**config.mk**
```make
export PLATFORM = sky130hd
export DESIGN_NAME = operand_fetch
export DESIGN_NICKNAME = d
export VERILOG_FILES = /design/src/rtl/operand_fetch.sv
export SDC_FILE = /design/constraint.sdc
export NUM_CORES = 2
export LEC_CHECK = 0
export CORE_UTILIZATION = 42
export DETAILED_ROUTE_END_ITERATION = 8
export PLACE_DENSITY = 0.6
export REMOVE_ABC_BUFFERS = 1
export SETUP_SLACK_MARGIN = 0.3
export SYNTH_ARGS = -nofsm -noshare
export SYNTH_HDL_FRONTEND = slang
export SYNTH_SLANG_ARGS = --single-unit
```
**constraint.sdc**
```tcl
create_clock -name clk -period 2.5 [get_ports clk]
set_input_delay 0.375 -clock clk [delete_from_list [all_inputs] [get_ports clk]]
set_output_delay 0.375 -clock clk [all_outputs]
set_load 0.05 [all_outputs]
```
**src/rtl/operand_fetch.sv**
```systemverilog
// Decode/operand-fetch stage: 32x32 register file, MIPS-subset decode, single-entry valid/ready output.
// Optional same-cycle write-back bypass on operand reads: define OPERAND_FETCH_WB_BYPASS_EN.
module operand_fetch (
    input  logic        clk,
    input  logic        rst,
    input  logic        in_valid,
    output logic        in_ready,
    input  logic [31:0] instr,
    input  logic        wb_en,
    input  logic [4:0]  wb_addr,
    input  logic [31:0] wb_data,
    input  logic        flush,
    output logic        out_valid,
    input  logic        out_ready,
    output logic [31:0] alu_a,
    output logic [31:0] alu_b,
    output logic [2:0]  alu_op,
    output logic [31:0] out_imm,
    output logic [4:0]  out_rd,
    output logic        out_wb_en,
    output logic        out_is_branch,
    output logic        out_illegal
);

    typedef enum logic {EMPTY, FULL} state_t;

    state_t      state, state_nxt;
    logic [31:0] regs [32];
    logic [5:0]  opcode, funct;
    logic [4:0]  rs, rt, shamt;
    logic [31:0] rs_val, rt_val;
    logic        accept;

    logic [2:0]  d_op;
    logic [31:0] d_a, d_b, d_imm;
    logic [4:0]  d_rd;
    logic        d_wb, d_br, d_ill;

    assign opcode = instr[31:26];
    assign rs     = instr[25:21];
    assign rt     = instr[20:16];
    assign shamt  = instr[10:6];
    assign funct  = instr[5:0];

    always_comb begin
        rs_val = (rs == '0) ? '0 : regs[rs];
        rt_val = (rt == '0) ? '0 : regs[rt];
`ifdef OPERAND_FETCH_WB_BYPASS_EN
        if (wb_en && wb_addr != '0 && wb_addr == rs) rs_val = wb_data;
        if (wb_en && wb_addr != '0 && wb_addr == rt) rt_val = wb_data;
`endif
    end

    always_comb begin
        d_op  = 3'd1;
        d_a   = '0;
        d_b   = '0;
        d_rd  = '0;
        d_wb  = 1'b0;
        d_br  = 1'b0;
        d_ill = 1'b1;
        d_imm = {{16{instr[15]}}, instr[15:0]};
        if (instr == '0) begin
            d_ill = 1'b0;
        end else begin
            case (opcode)
                6'h00: begin
                    case (funct)
                        6'h20, 6'h24, 6'h25, 6'h2A: begin
                            d_ill = 1'b0;
                            d_a   = rs_val;
                            d_b   = rt_val;
                            d_rd  = instr[15:11];
                            d_wb  = 1'b1;
                            case (funct)
                                6'h20:   d_op = 3'd0;
                                6'h24:   d_op = 3'd2;
                                6'h25:   d_op = 3'd3;
                                default: d_op = 3'd4;
                            endcase
                        end
                        6'h00: begin
                            if (shamt == 5'd1) begin
                                d_ill = 1'b0;
                                d_op  = 3'd5;
                                d_a   = rt_val;
                                d_rd  = instr[15:11];
                                d_wb  = 1'b1;
                            end
                        end
                        default: ;
                    endcase
                end
                6'h08: begin
                    d_ill = 1'b0;
                    d_op  = 3'd0;
                    d_a   = rs_val;
                    d_b   = d_imm;
                    d_rd  = rt;
                    d_wb  = 1'b1;
                end
                6'h04, 6'h05: begin
                    d_ill = 1'b0;
                    d_op  = (opcode == 6'h04) ? 3'd6 : 3'd7;
                    d_a   = rs_val;
                    d_b   = rt_val;
                    d_br  = 1'b1;
                end
                default: ;
            endcase
        end
        // Writes to r0 are architecturally dropped, so never advertise them.
        if (d_rd == '0) d_wb = 1'b0;
    end

    assign out_valid = (state == FULL);
    assign in_ready  = !flush && (!out_valid || out_ready);
    assign accept    = in_valid && in_ready;

    always_comb begin
        state_nxt = state;
        if (flush)
            state_nxt = EMPTY;
        else if (accept)
            state_nxt = FULL;
        else if (state == FULL && out_ready)
            state_nxt = EMPTY;
    end

    always_ff @(posedge clk) begin
        if (rst) state <= EMPTY;
        else     state <= state_nxt;
    end

    always_ff @(posedge clk) begin
        if (rst) begin
            for (int unsigned i = 0; i < 32; i++) regs[i] <= '0;
        end else if (wb_en && wb_addr != '0) begin
            regs[wb_addr] <= wb_data;
        end
    end

    always_ff @(posedge clk) begin
        if (rst) begin
            alu_a         <= '0;
            alu_b         <= '0;
            alu_op        <= '0;
            out_imm       <= '0;
            out_rd        <= '0;
            out_wb_en     <= 1'b0;
            out_is_branch <= 1'b0;
            out_illegal   <= 1'b0;
        end else if (accept) begin
            alu_a         <= d_a;
            alu_b         <= d_b;
            alu_op        <= d_op;
            out_imm       <= d_imm;
            out_rd        <= d_rd;
            out_wb_en     <= d_wb;
            out_is_branch <= d_br;
            out_illegal   <= d_ill;
        end
    end

endmodule

```
==> out/results.ini <==
[outcome]
status=finished with violations
violations=hold timing

[timing]
tns_ns=0
rsz0062_at_grt=true
whs_ns=-0.001270
drv_slew=0
fin_crit_sh_pct=91.35
relSlewSlack_pct=33.43
fmax_mhz=437.9
finClkSkew_ns=0.02247
period_needed_ns=2.284
tightest_slew_ns=0.9975
final-setup-viol-count=0
hold_viol=1

[logic_synthesis]
synth.distinct_cells=50
synthesis.instances=4098
synth-edff-count=1024
ys_ff_latch=1116
yosysWarnings=0
synthArstFlopShare_pct=0
synth_flop_cell=edfxtp_1
netlist_area_mm2=0.05801
synthDominantCellAreaShare_pct=53.00
synth_area_per_cell_um2=14.16
yosysSeqAreaShare_pct=56.18
synth_most_common_cell=edfxtp_1
synth_area_leaders=edfxtp_1 53%, mux4_2 16%, and2_1 11%
synth_top_area_cell=edfxtp_1
yosys-top-cells-count=1,024 x edfxtp_1, 1,001 x and2_1, 422 x mux4_2

[floorplan]
rows=136
design.die.area_mm2=0.1396
start_util_pct=42.25
core_area_mm2=0.1373
pin_count=184
die_x_um=373.7
die_h_um=373.7

[setup_path]
cp_common_cell=mux4_2
worst-path-buf-inv=0
crit_path_start_kind=flop
critPathMaxStageDelay_ns=0.51
cp_top_family=multiplexers
rrSetupSlack_ns=0.22
path_class=flop to flop
crit_arrival_ns=2.94
crit_path_end_kind=flop
cp.required_ns=3.16
worstPathMaxFanout=2
crit_chain=mux4_2, mux4_2, mux2_4, a222oi_1, a211oi_1
crit_path_top_delay_cell=mux4_2

[detailed_routing]
wl_um=222800
remaining_drc_errors=0
dr.pass1.iters=8
via_per_inst=6.318
wl_per_cell_um=34.60
vias=40680
drt-initial-drc-count=5606
antenna_left=0

[run]
maxCapViolCount=0

[hold_path]
hold_class=primary input to flop

[finish]
nets=4600
drive_gt1_share_pct=28.48
multi_input_area_mm2=0.02411
regArea_mm2=0.03260
n_fill_cell=11310
area_growth_pct=22.41
final_core_util_pct=51.71

[pwr]
p_total_mw=47.32
ir_drop_mv=0.5863
internal_power_mw=35.42
power_frac_comb_pct=12.3
p_switching_mw=11.90
power_leakage_nw=25.50
p_per_area_mw_per_mm2=666.3
clkPwrFrac_pct=41.4
switching_share_pct=25.15
seqPwrFrac_pct=46.3

[clocking]
cts_tree=built
clock-sinks=1116
clkTransAtPathRegs_ns=0.07
cts.path.max_buffers=3
cts_root_buf=clkbuf_16
cts_inserted_buffers=130
clk-insertion-delay-late_ns=0.81
holdBufCountCts=0
htreeDepth=4

[global_routing]
grt.total_usage_pct=31.61
grt_pass1_vias=39740
grt_pass1_wl_um=309000
antenna_found_initial=17
overflow=0
grt_max_degree=69

[place]
place_congestion=0.9372
dp_hpwl_um=152900
io_buffers=183

-- cells by family after synthesis --
group | count (synthesis) | synth area share, %
simple gates | 1425 | 14.39
flops | 1116 | 56.18
compound gates | 426 | 5.215
buf+inv | 443 | 3.233
mux | 687 | 20.98
other cells | 1 | 0.006464
-- layer usage --
metal | part of all wire, % | global-route usage, % | wire length, µm | up-vias
met2 | 46 | 49.55 | 102600 | 2751
met1 | 38 | 41.20 | 84600 | 20890
li1 | - | - | - | 16520
met3 | 11 | 8.699 | 25470 | 515
met5 | 0.021 | 0 | 47 | -
met4 | 4.5 | 13.56 | 10080 | 8
-- state kept, by name, summed over array words and instances, names as in the netlist --
signal	cells
alu_b	32
out_valid	1
alu_op	3
out_illegal	1
out_is_branch	1
out_wb_en	1
out_imm	16
out_rd	5
regs	1024
alu_a	32
-- through the flow --
step / setup WS (ns) / hold WS [ns] / instances / instance area (µm²)
3_3_place_gp: -0.4084 / 0.4422 / 6182 / 66540
5_1_grt: 0.1267 / 0.04558 / 6426 / 70980
6_report: 0.2161 / -0.001270 / 6439 / 71010
3_5_place_dp: -0.4123 / 0.4518 / 6182 / 66540
2_1_floorplan: -3.726 / 0.4441 / 3689 / 56270
4_1_cts: 0.1286 / 0.07992 / 6423 / 70900
-- cell usage in the layout (no fill, tap or decap), types with 32 or more instances in the layout --
cell type	n
clkdlybuf4s15_2	47
clkdlybuf4s50_1	63
o21ai_0	38
dlygate4sd2_1	51
o22ai_1	51
nor2_4	34
mux2i_1	252
dfxtp_1	86
a21oi_1	65
buf_4	366
mux4_2	422
conb_1	32
nand3_1	65
buf_12	158
and2_1	999
edfxtp_1	1024
clkbuf_16	134
a22oi_1	115
a221oi_1	78
nand2_1	141
or2_2	33
-- worst paths after layout --
path / start / endpoint / cells after the start
setup / recovery: regs[21][8]$_SDFFCE_PN0P_ / alu_b[8]$_SDFFE_PP0P_ / 5
hold / removal: instr[1] / out_imm[1]$_SDFFE_PP0P_ / 3
setup reg to reg: regs[21][8]$_SDFFCE_PN0P_ / alu_b[8]$_SDFFE_PP0P_ / 5
hold reg to reg: out_imm[8]$_SDFFE_PP0P_ / out_imm[8]$_SDFFE_PP0P_ / 2
-- tightest hold or removal path, cell delays in order --
cell	delay [ns]
dlymetal6s2s_1	0.23
nand2_1	0.10
a21oi_1	0.05
-- final cells by class --
class / instances / share of cell area (%)
clock buffer: 173 / 5.041
tap: 1794 / 3.161
sequential: 1116 / 45.90
multi-input combinational: 2570 / 33.95
clock inverter: 65 / 1.011
antenna: 14 / 0.04933
inverter: 3 / 0.01586
timing repair buffer: 704 / 10.87
-- power groups by stage --
stage	combinational (mW)	clock, mW	sequential (mW)
finish	5.84	19.6	21.9
global route	6.02	20.4	22.0
CTS	5.75	19.7	21.9
detailed placement	5.72	0	22.3
global placement	5.70	0	22.2
floorplan	2.43	0	22.1
-- timing repair --
| item | 4_1_cts | 5_1_grt |
|---|---|---|
| gates cloned | 0 | 0 |
| resized for setup | 225 | 16 |
| pin swaps | 2 | 7 |
| setup buffers | 3 | 2 |
| setup endpoints to repair | 117 | 27 |
(Power assumes the default switching activity.)
